[src/rtl/adder_pkg.sv]
// Shared constants, types and helpers for the pipelined add/subtract unit.
package adder_pkg;

  localparam logic C_MODE_ADD = 1'b0;
  localparam logic C_MODE_SUB = 1'b1;

  // Control record carried alongside each chunk through the pipeline
  typedef struct packed {
    logic valid;
    logic mode;
    logic sign_x;
    logic sign_y;
  } stage_ctrl_t;

  localparam stage_ctrl_t C_CTRL_IDLE = '{valid: 1'b0, mode: C_MODE_ADD, sign_x: 1'b0, sign_y: 1'b0};

  function automatic int unsigned f_chunk_width(input int unsigned data_width,
                                                input int unsigned nb_stages);
    return data_width / nb_stages;
  endfunction

endpackage

[src/rtl/adder_stage.sv]
// One chunk of the pipelined adder: chunk add with carry, registered result,
// carry-out and control record, all advancing on a shared enable.
module adder_stage
  import adder_pkg::*;
#(
  parameter int unsigned G_CHUNK_WIDTH = 8
) (
  input  logic                     CLOCK,
  input  logic                     RESET,
  input  logic                     en,
  input  logic [G_CHUNK_WIDTH-1:0] a,
  input  logic [G_CHUNK_WIDTH-1:0] b,
  input  logic                     cin,
  input  stage_ctrl_t              ctrl_in,
  output logic [G_CHUNK_WIDTH-1:0] s,
  output logic                     cout,
  output stage_ctrl_t              ctrl_out
);

  logic [G_CHUNK_WIDTH:0] sum_c;

  always_comb begin
    sum_c = {1'b0, a} + {1'b0, b} + (G_CHUNK_WIDTH + 1)'(cin);
  end

  always_ff @(posedge CLOCK) begin
    if (RESET) begin
      s        <= '0;
      cout     <= 1'b0;
      ctrl_out <= C_CTRL_IDLE;
    end else if (en) begin
      s        <= sum_c[G_CHUNK_WIDTH-1:0];
      cout     <= sum_c[G_CHUNK_WIDTH];
      ctrl_out <= ctrl_in;
    end
  end

endmodule

[src/rtl/adder_pipelined.sv]
// Pipelined add/subtract unit: carry ripples chunk by chunk across register
// stages, with valid/ready handshakes and a global stall.
module adder_pipelined
  import adder_pkg::*;
#(
  parameter int unsigned G_DATA_WIDTH = 32,
  parameter int unsigned G_NB_STAGES  = 4
) (
  input  logic                    CLOCK,
  input  logic                    RESET,
  input  logic                    IN_VALID,
  output logic                    IN_READY,
  input  logic [G_DATA_WIDTH-1:0] X,
  input  logic [G_DATA_WIDTH-1:0] Y,
  input  logic                    MODE_SUB,
  input  logic                    CARRY_IN,
  output logic                    OUT_VALID,
  input  logic                    OUT_READY,
  output logic [G_DATA_WIDTH:0]   SUM,
  output logic                    OVERFLOW
);

  localparam int unsigned W  = G_DATA_WIDTH;
  localparam int unsigned N  = G_NB_STAGES;
  localparam int unsigned CW = f_chunk_width(G_DATA_WIDTH, G_NB_STAGES);
  localparam int unsigned L  = N - 1;

  if (N == 0 || (W % N) != 0) begin : g_bad_params
    $error("adder_pipelined: G_DATA_WIDTH must be a non-zero multiple of G_NB_STAGES");
  end

  logic        en;
  logic [W-1:0] y_eff_c;
  logic        cin_eff_c;
  stage_ctrl_t ctrl_in_c;

  logic [W-1:0] x_q;
  logic [W-1:0] y_q;
  logic        cin_q;
  stage_ctrl_t ctrl_q;

  // Subtract is folded into the operand: X + ~Y + !borrow_in
  always_comb begin
    en        = !OUT_VALID || OUT_READY;
    y_eff_c   = (MODE_SUB == C_MODE_SUB) ? ~Y : Y;
    cin_eff_c = CARRY_IN ^ (MODE_SUB == C_MODE_SUB);
    ctrl_in_c = '{valid: IN_VALID, mode: MODE_SUB, sign_x: X[W-1], sign_y: y_eff_c[W-1]};
  end

  assign IN_READY = en;

  // Operand capture register; the accept edge loads it
  always_ff @(posedge CLOCK) begin
    if (RESET) begin
      x_q    <= '0;
      y_q    <= '0;
      cin_q  <= 1'b0;
      ctrl_q <= C_CTRL_IDLE;
    end else if (en) begin
      x_q    <= X;
      y_q    <= y_eff_c;
      cin_q  <= cin_eff_c;
      ctrl_q <= ctrl_in_c;
    end
  end

  for (genvar k = 0; k < N; k++) begin : g_stage
    logic [CW-1:0]       a;
    logic [CW-1:0]       b;
    logic                cin;
    stage_ctrl_t         ci;
    logic [CW-1:0]       s;
    logic                cout;
    stage_ctrl_t         co;
    logic [(k+1)*CW-1:0] lo;

    if (k == 0) begin : g_first
      always_comb begin
        a   = x_q[CW-1:0];
        b   = y_q[CW-1:0];
        cin = cin_q;
        ci  = ctrl_q;
      end
    end else begin : g_next
      always_comb begin
        a   = g_stage[k-1].g_skew.xu[CW-1:0];
        b   = g_stage[k-1].g_skew.yu[CW-1:0];
        cin = g_stage[k-1].cout;
        ci  = g_stage[k-1].co;
      end
    end

    adder_stage #(
      .G_CHUNK_WIDTH(CW)
    ) u_stage (
      .CLOCK   (CLOCK),
      .RESET   (RESET),
      .en      (en),
      .a       (a),
      .b       (b),
      .cin     (cin),
      .ctrl_in (ci),
      .s       (s),
      .cout    (cout),
      .ctrl_out(co)
    );

    // Upper operand chunks not yet consumed, skewed alongside this stage
    if (k < N - 1) begin : g_skew
      logic [(N-1-k)*CW-1:0] xu;
      logic [(N-1-k)*CW-1:0] yu;

      if (k == 0) begin : g_src
        always_ff @(posedge CLOCK) begin
          if (RESET) begin
            xu <= '0;
            yu <= '0;
          end else if (en) begin
            xu <= x_q[W-1:CW];
            yu <= y_q[W-1:CW];
          end
        end
      end else begin : g_src
        always_ff @(posedge CLOCK) begin
          if (RESET) begin
            xu <= '0;
            yu <= '0;
          end else if (en) begin
            xu <= g_stage[k-1].g_skew.xu[(N-k)*CW-1:CW];
            yu <= g_stage[k-1].g_skew.yu[(N-k)*CW-1:CW];
          end
        end
      end
    end

    // Lower result chunks delayed to line up with this stage's chunk
    if (k == 0) begin : g_lo
      always_comb lo = s;
    end else begin : g_lo
      logic [k*CW-1:0] lr;

      always_ff @(posedge CLOCK) begin
        if (RESET) begin
          lr <= '0;
        end else if (en) begin
          lr <= g_stage[k-1].lo;
        end
      end

      always_comb lo = {s, lr};
    end
  end

  // Carry is inverted into a borrow in subtract mode
  always_comb begin
    OUT_VALID = g_stage[L].co.valid;
    SUM       = {g_stage[L].cout ^ g_stage[L].co.mode, g_stage[L].lo};
    OVERFLOW  = (g_stage[L].co.sign_x == g_stage[L].co.sign_y) &&
                (g_stage[L].lo[W-1] != g_stage[L].co.sign_x);
  end

endmodule

[config.mk]
export PLATFORM = sky130hd
export DESIGN_NAME = adder_pipelined
export DESIGN_NICKNAME = d
export VERILOG_FILES = /design/src/rtl/adder_pkg.sv /design/src/rtl/adder_stage.sv /design/src/rtl/adder_pipelined.sv
export SDC_FILE = /design/constraint.sdc
export NUM_CORES = 1
export LEC_CHECK = 0
export CORE_MARGIN = 8
export CORE_UTILIZATION = 40
export DETAILED_ROUTE_END_ITERATION = 7
export SKIP_LAST_GASP = 1
export SYNTH_ARGS = -nofsm -noshare
export SYNTH_HDL_FRONTEND = slang
export SYNTH_SLANG_ARGS = --single-unit
[constraint.sdc]
create_clock -name CLOCK -period 3.6 [get_ports CLOCK]
set_clock_uncertainty 0.1 [all_clocks]
set_input_delay 0.36 -clock CLOCK [delete_from_list [all_inputs] [get_ports CLOCK]]
set_output_delay 0.36 -clock CLOCK [all_outputs]
set_load 0.05 [all_outputs]
==> metrics.csv, run 1 <==
metric,value,unit
run status,finished clean,
worst hold path class,in -> reg,
leading post-synthesis cells by cell area,"dfxtp_1 50%, nand2_1 14%, a21oi_1 10%",
cts hold-fix bufs,0,
Final nets,1412,
Worst Reg-to-Reg Cells,7,
H-tree depth,1,
clock network latency to the later pin of the worst-skew pair,0.52,ns
final cycle utilization of the critical path,0.741,
Setup crit end kind,primary output,
sequential element share of the synthesized area,0.495,
initial cell density of the core,0.403,
Placement Rows,59,
global-route wire length before repair,38300,um
layout cells sized above 1,0.0528,
number of DRC violations after detailed routing,0,
post-layout minimum cycle time,2.67,ns
clock net sink count,257,
final setup violation count,0,
total nets after synthesis,1358,
via total after detailed routing,8150,
Layout fillers,2612,
count of buffers inserted at the top-level ports,105,
n_diodes,0,
core outline area,25800,um^2
number of cells upsized or downsized after cts,0,
worst-margin pin slew,0.938,ns
number of warnings reported in the yosys synthesis log,0,
antenna violations before repair,0,
worst path required time,3.14,ns
worst-case setup slack after placement,1.06,ns
top flip-flop cell by instance count after synthesis,dfxtp_1,
placed wire-length estimate,15400,um
Clock transition at path regs,0.06,ns
max-slew violation count,0,
buffers inserted by post-CTS timing repair,0,
area enclosed by the die boundary,31400,um^2
maximum number of pins on one net before global-route repair,220,
library cell with the highest instance count after synthesis,nand2_1,
Num CTS Buffers,27,
number of DRC violations after detailed-routing iteration 0,526,
detail-routed net length per standard cell,14.1,um
achievable frequency,375,MHz
final estimated routing congestion in global placement,0.793,
Post-synth EDFFs,0,
area overhead of the layout relative to synthesis,19.6,%
root cell of the clock tree,clkbuf_16,
final hold violations,0,
cell accounting for the most synthesized area,dfxtp_1,
placed standard-cell area,11600,um^2
number of cells traversed by the worst hold path,3,
overall die height,177,um
maximum fanout along the worst path,3,
1st-pass router iterations,4,
number of instances in the synthesized netlist,1252,
io pins,106,
deepest clock path buffer count,3,
library cells used by synthesis,42,
Post-Synthesis Mean Instance Area,8.29,um^2
Worst Slack Setup Final,0.933,ns
overall track demand over capacity in global routing,0.145,
Hold Startpoint,X[15],
power density normalized to cell area,502,nW/um^2
reported leakage power,4.77,nW
Worst Hold End,x_q[15],
Synth top area share,0.495,
wire length reported by the detailed router,23300,um
startpoint types,flop,
critical path type,reg -> out,
maximum vdd ir drop,0.296,mV
reg-to-reg startpoint,cin_q,
setup repair after global routing missed its margin,no,
max_cap viols,0,
die width,177,um
total non-filler cell area in the finished layout,12400,um^2
capturing point of the worst reg2reg path,g_stage[0].u_stage.s[6],
cell types with the highest counts after synthesis,"400 x nand2_1, 257 x dfxtp_1, 215 x a21oi_1, 47 x nor2_1, 45 x a211oi_1",
post-route antenna net violation count,0,
total global routing overflow,0,
Synth Register Bits,257,
register-to-register setup slack,1.31,ns
cell area after technology mapping,10400,um^2
share of synthesized registers carrying an async set or reset,0,
CTS tree,built,
vias per inst,4.91,
via count of the first global-routing pass,7725,
endpoint arrival time on the critical path,2.21,ns
Total Negative Setup Slacks,0,ns
worst rel slew slack,0.375,
critical path: stages (launching register included):
cell and delay [ns]:
dfxtp_1 0.35, nand2_1 0.06, o21ai_0 0.38, clkdlybuf4s50_1 0.89
sequential cells by signal, summed over array words and instances, names as in the netlist:
name / count
ctrl_q: 2
g_stage.u_stage.s: 32
g_stage.g_skew.xu: 48
cin_q: 1
g_stage.u_stage.ctrl_out: 11
g_stage.g_lo.lr: 48
g_stage.g_skew.yu: 47
y_q: 32
x_q: 32
g_stage.u_stage.cout: 4
worst max-delay path by stage:
| stage | start | end | slack (ns) | cells past startpoint |
|---|---|---|---|---|
| 3_5_place_dp | OUT_READY | g_stage[2].u_stage.s[5] | 1.06 | 6 |
| 4_1_cts | g_stage[3].u_stage.s[7] | OVERFLOW | 0.89 | 2 |
| 5_1_grt | g_stage[3].u_stage.ctrl_out[1] | OVERFLOW | 0.91 | 3 |
| 6_report | g_stage[3].u_stage.ctrl_out[0] | OVERFLOW | 0.93 | 3 |
| 3_3_place_gp | OUT_READY | g_stage[0].u_stage.s[5] | 1.06 | 6 |
| 2_1_floorplan | g_stage[3].u_stage.s[7] | OVERFLOW | 1.48 | 1 |
where the power goes:
part	internal (W)	switching [W]	total, W	leakage [nW]
Combinational	0.000231	0.000265	0.000496	2.23
Clock	0.00157	0.00109	0.00267	0.429
Sequential	0.00299	0.0000799	0.00307	2.11
Total	0.00479	0.00144	0.00623	4.77
kinds of logic (layout without fill, tap and decap cells):
group                      Yosys count  count (layout)  share of synthesized area
xor gates and xnor gates            46              46                     0.0388
muxes                                6               6                    0.00651
DFF                                257             257                      0.495
AOI/OAI and AO/OA                  317             317                      0.177
and+or+nand+nor                    488             488                      0.190
buffers and inverters              102             176                     0.0429
adders and majority gates           36              36                     0.0492
stage by stage:
stage          hold slack, ns  cells   util  power, W
2_1_floorplan           0.325   1252      -   0.00343
3_3_place_gp            0.339   1612  0.448   0.00362
3_5_place_dp            0.345   1612  0.448   0.00363
4_1_cts                 0.274   1661  0.482   0.00631
5_1_grt                 0.286   1661  0.482   0.00649
6_report                0.283   1661  0.482   0.00623
layer usage:
metal / global-route usage / vias up / share of wire / wire length [um]
met1: 0.206 / 3697 / 0.50 / 11600
met4: 0.0350 / 0 / 0.017 / 396
li1: - / 4288 / - / -
met5: 0 / - / 0 / 0
met3: 0.0230 / 35 / 0.043 / 1010
met2: 0.226 / 130 / 0.44 / 10300
cell type report:
type                    count  area (um^2)  share of cell area
clock buffers              39          781              0.0629
clock inverters            10         81.3             0.00655
inverters                  13         56.3             0.00453
multi-input cells         893         4790               0.386
flip-flops and latches    257         5140               0.414
well taps                 335          419              0.0338
repair buffers            114         1140              0.0918
placed cells by master, fill, tap and decap left out, types with 3 or more instances in the layout:
cell             Yosys  layout
nand2_1            400     400
dfxtp_1            257     257
a21oi_1            215     215
clkdlybuf4s50_1      0     102
nor2_1              47      47
a211oi_1            45      45
xnor2_1             40      40
ha_1                28      28
clkbuf_16            0      27
a21o_1              16      16
o21ai_0             13      13
inv_1               12      12
nand3b_1             8       8
fa_1                 8       8
buf_4                2       8
clkinv_2             0       7
clkbuf_8             0       7
xor2_1               6       6
mux2_2               6       6
clkbuf_1            30       6
or3_1                4       4
nor3_1               4       4
and3_1               4       4
nor3b_1              4       4
o2bb2ai_1            4       4
o22ai_1              4       4
o21bai_1             4       4
nor2b_4              3       3
nand2b_1             3       3
Power figures use the tool's default switching activity.
==> inputs of run 2 (changes only) <==
- clock period: 3.6 -> 2.41 ns (I/O delays scaled with it)
==> run 2 against run 1 <==
Net effect:
- sequential cell count stayed put
- global-route usage is 0.41 points higher
- sequential share of layout area is 0.31 points lower
- non-clock buffer count is 9 higher
- combinational power is 52% higher
- hold slack worse by 0.14 ns
- first-iteration DRC count is 5.1% higher
- total power is 48% higher
- highest routed layer unchanged
- worst setup slack worse by 0.73 ns
- critical path depth is 4 higher
- via count is 0.53% higher
==> metrics.csv, run 2 (synthesis gave the netlist of run 1 again) <==
metric,value,unit
max-slew violation count,0,
crit path launch,cin_q,
area overhead of the layout relative to synthesis,20.5,%
die width,177,um
reported leakage power,4.83,nW
global-route wire length before repair,39200,um
Placement Rows,59,
antenna violations before repair,0,
power density normalized to cell area,736,nW/um^2
io pins,106,
capturing point of the worst reg2reg path,g_stage[0].u_stage.s[6],
final setup violation count,0,
clock network latency to the later pin of the worst-skew pair,0.52,ns
final estimated routing congestion in global placement,0.799,
n_diodes,0,
maximum number of pins on one net before global-route repair,74,
final hold violations,0,
detail-routed net length per standard cell,14.3,um
ordered cell list for the critical path,fa_1 -> inv_1 -> fa_1 -> nor2b_4 -> o2111a_1 -> or3_1 -> a32o_1,
maximum fanout along the worst path,3,
overall die height,177,um
Num CTS Buffers,26,
total non-filler cell area in the finished layout,12500,um^2
via count of the first global-routing pass,7712,
Worst path most repeated cell,fa_1,
termination of the worst setup path,g_stage[0].u_stage.s[6],
vias per inst,4.91,
buffers inserted by post-CTS timing repair,0,
reg-to-reg startpoint,cin_q,
clock net sink count,257,
area enclosed by the die boundary,31400,um^2
worst rel slew slack,0.623,
Crit path largest cell delay,0.46,ns
worst path required time,2.73,ns
number of buffers and inverters on the critical path,1,
number of DRC violations after detailed routing,0,
Total Negative Setup Slacks,0,ns
H-tree depth,1,
cell with the largest stage delay on the worst path,fa_1,
core outline area,25800,um^2
total global routing overflow,0,
Stages on worst setup path,7,
critical path type,reg -> reg,
post-layout minimum cycle time,2.21,ns
achievable frequency,453,MHz
most used cells in the layout excluding fill and tap cells,"400 x nand2_1, 257 x dfxtp_1, 215 x a21oi_1",
deepest clock path buffer count,3,
worst hold path class,in -> reg,
"most common cell after layout, fill and taps aside",nand2_1,
count of buffers inserted at the top-level ports,105,
placed standard-cell area,11700,um^2
setup repair after global routing missed its margin,no,
worst-margin pin slew,0.566,ns
number of DRC violations after detailed-routing iteration 0,553,
maximum vdd ir drop,0.515,mV
run status,finished clean,
overall track demand over capacity in global routing,0.149,
via total after detailed routing,8193,
placed wire-length estimate,16300,um
number of cells traversed by the worst hold path,2,
CTS tree,built,
Setup crit end kind,flop,
Final nets,1420,
Clock transition at path regs,0.06,ns
Worst Reg-to-Reg Cells,7,
post-route antenna net violation count,0,
startpoint types,flop,
registers with the highest flip-flop counts,"g_stage.g_skew.xu: 48 flops, g_stage.g_lo.lr: 48 flops, g_stage.g_skew.yu: 47 flops",
max_cap viols,0,
1st-pass router iterations,8,
family with the most delay on the worst path,adder cells,
final cycle utilization of the critical path,0.917,
wire length reported by the detailed router,23800,um
root cell of the clock tree,clkbuf_16,
register-to-register setup slack,0.20,ns
initial cell density of the core,0.403,
layout cells sized above 1,0.0555,
endpoint arrival time on the critical path,2.53,ns
-- run 2: worst min path at each step --
stage,start,to
detailed placement,g_stage[2].u_stage.s[3],g_stage[2].u_stage.s[3]
CTS,MODE_SUB,ctrl_q[2]
floorplan,IN_VALID,ctrl_q[3]
global placement,g_stage[2].u_stage.s[3],g_stage[2].u_stage.s[3]
finish,RESET,x_q[4]
global route,RESET,x_q[4]
-- run 2: layout make-up --
type / count / area (um^2)
clock buffer: 40 / 764
multi-input combinational: 893 / 4790
fill: 2567 / 13300
sequential: 257 / 5140
tap: 335 / 419
inverter: 13 / 56.3
clock inverter: 7 / 63.8
timing repair buffer: 123 / 1270
-- run 2: power breakdown --
part | internal (W) | total [W] | switching (W)
combinational | 0.000353 | 0.000754 | 0.000401
sequential | 0.00446 | 0.00458 | 0.000123
clock | 0.00228 | 0.00387 | 0.00159
total | 0.00710 | 0.00921 | 0.00211
-- run 2: stage by stage --
| step | util | hold slack [ns] | std cells | worst slack, ns | total power (W) |
|---|---|---|---|---|---|
| floorplan | - | 0.281 | 1252 | 0.313 | 0.00513 |
| finish | 0.486 | 0.145 | 1668 | 0.200 | 0.00921 |
| global route | 0.486 | 0.172 | 1668 | 0.112 | 0.00961 |
| CTS | 0.486 | 0.138 | 1668 | 0.203 | 0.00933 |
| global placement | 0.454 | 0.333 | 1621 | 0.250 | 0.00543 |
| detailed placement | 0.454 | 0.342 | 1621 | 0.215 | 0.00544 |
-- run 2: what timing repair did --
item	4_1_cts	5_1_grt
resized for setup	2	0
endpoints found under the setup margin	2	0
hold buffers	0	0
-- run 2: worst register-to-register path, stage by stage (launching register included) --
cell      delay, ns
dfxtp_1        0.32
fa_1           0.46
inv_1          0.09
fa_1           0.23
nor2b_4        0.06
o2111a_1       0.25
or3_1          0.34
a32o_1         0.24
-- run 2: metal layers --
layer	track usage	share of wire	vias up
met5	0	0	-
met1	0.214	0.50	3731
met2	0.230	0.44	124
met3	0.0226	0.038	34
met4	0.0361	0.020	0
li1	-	-	4304
==> inputs of run 3 (changes only) <==
- CTS_BUF_LIST: not set -> sky130_fd_sc_hd__clkbuf_4 sky130_fd_sc_hd__clkbuf_8
==> run 3 against run 2 <==
Net effect:
- hold slack worse by 0.0084 ns
- clock power is 3% higher
- global-route usage is 0.25 points higher
- core utilization is 0.30 points higher
- routed wire length is 0.70% higher
- worst setup slack better by 0.010 ns
- die area stayed put
- final area is 0.62% higher
==> metrics.csv, run 3 (synthesis gave the netlist of run 1 again) <==
metric,value,unit
placed wire-length estimate,16300,um
wire length reported by the detailed router,24000,um
global-route wire length before repair,39600,um
sequential cell fraction of total power,0.493,
hold slack final,0.136,ns
Crit path largest cell delay,0.46,ns
reported leakage power,4.91,nW
clock net sink count,257,
combinational cell fraction of total power,0.081,
max_cap viols,0,
maximum number of pins on one net before global-route repair,74,
deepest clock path buffer count,3,
number of DRC violations after detailed-routing iteration 0,487,
Final nets,1436,
maximum vdd ir drop,0.376,mV
post-layout minimum cycle time,2.20,ns
number of cells upsized or downsized after cts,2,
Worst path most repeated cell,fa_1,
switching power as a share of total power,0.231,
worst path required time,2.74,ns
1st-pass router iterations,5,
io pins,106,
"most common cell after layout, fill and taps aside",nand2_1,
area overhead of the layout relative to synthesis,21.2,%
Setup crit end kind,flop,
power dissipated by switching net loads,0.00215,W
detail-routed net length per standard cell,14.1,um
initial cell density of the core,0.403,
count of buffers inserted at the top-level ports,105,
final estimated routing congestion in global placement,0.799,
Worst Slack Setup Final,0.211,ns
vias per inst,4.89,
Layout fillers,2561,
total power,0.00931,W
layout cells sized above 1,0.0809,
n_diodes,0,
total non-filler cell area in the finished layout,12600,um^2
registers with the highest flip-flop counts,"g_stage.g_skew.xu: 48 flops, g_stage.g_lo.lr: 48 flops, g_stage.g_skew.yu: 47 flops",
power density normalized to cell area,740,nW/um^2
root cell of the clock tree,clkbuf_8,
total global routing overflow,0,
Placement Rows,59,
Internal Power,0.00716,W
placed standard-cell area,11700,um^2
final setup violation count,0,
CTS tree,built,
multi-input gate area in the final layout,4790,um^2
core outline area,25800,um^2
most used cells in the layout excluding fill and tap cells,"400 x nand2_1, 257 x dfxtp_1, 215 x a21oi_1",
buffers inserted by post-CTS timing repair,0,
final cycle utilization of the critical path,0.913,
endpoint arrival time on the critical path,2.53,ns
Total Negative Setup Slacks,0,ns
final hold violations,0,
clock share of power,0.427,
Num CTS Buffers,42,
overall track demand over capacity in global routing,0.152,
Clock transition at path regs,0.06,ns
ordered cell list for the critical path,fa_1 -> inv_1 -> fa_1 -> nor2b_4 -> o2111a_1 -> or3_1 -> a32o_1,
maximum fanout along the worst path,3,
antenna violations before repair,0,
worst-margin pin slew,0.569,ns
max-slew violation count,0,
cell with the largest stage delay on the worst path,fa_1,
worst-case setup slack after placement,0.215,ns
overall die height,177,um
setup repair after global routing missed its margin,no,
clock network latency to the later pin of the worst-skew pair,0.53,ns
critical path type,reg -> reg,
number of DRC violations after detailed routing,0,
cts hold-fix bufs,0,
post-route antenna net violation count,0,
achievable frequency,455,MHz
die width,177,um
area enclosed by the die boundary,31400,um^2
register cell area after layout,5140,um^2
startpoint types,flop,
via total after detailed routing,8292,
run status,finished clean,
worst hold path class,in -> reg,
via count of the first global-routing pass,7849,
worst rel slew slack,0.620,
H-tree depth,2,
run 3: cell count changes in the layout (fill, tap and decap cells not counted):
cell	previous run	this run
clkbuf_16	27	0
clkinv_4	1	0
clkinv_2	5	4
clkbuf_4	0	15
clkbuf_1	9	0
clkbuf_8	5	55
run 3: layout make-up:
type,instances,share of cell area
sequential,257,0.409
clock inverter,5,0.00398
multi-input combinational,893,0.381
tap,335,0.0333
timing repair buffer,123,0.101
clock buffer,69,0.0680
inverter,13,0.00447
run 3: layer usage:
layer	track usage	vias up	wire (um)
met5	0	-	0
met4	0.0553	0	524
met3	0.0258	39	1120
met2	0.226	166	10400
met1	0.215	3736	11900
li1	-	4351	-
run 3: path summary, 6_finish.rpt:
check | start | slack, ns | cells after the start | endpoint
setup reg to reg | cin_q | 0.21 | 7 | g_stage[0].u_stage.s[6]
hold reg to reg | g_stage[3].g_lo.lr[0] | 0.35 | 2 | g_stage[3].g_lo.lr[0]
setup / recovery | cin_q | 0.21 | 7 | g_stage[0].u_stage.s[6]
hold / removal | RESET | 0.14 | 2 | x_q[1]
run 3: power by group through the flow:
stage / clock network, W / registers (W) / logic [W]
final: 0.00397 / 0.00459 / 0.000752
after floorplan: 0 / 0.00468 / 0.000444
after global routing: 0.00429 / 0.00461 / 0.000837
after global placement: 0 / 0.00468 / 0.000751
after detailed placement: 0 / 0.00468 / 0.000758
after CTS: 0.00408 / 0.00459 / 0.000761
run 3: through the flow:
step	util	cells
finish	0.489	1695
detailed placement	0.454	1621
CTS	0.489	1695
global route	0.489	1695
global placement	0.454	1621
floorplan	-	1252
run 3: critical path, delay by kind of cell (launching register included):
| kind | cells | cell delay, ns |
|---|---|---|
| fa+ha+maj | 2 | 0.69 |
| simple gates | 2 | 0.40 |
| buf+inv | 1 | 0.09 |
| flops | 1 | 0.32 |
| compound gates | 2 | 0.49 |
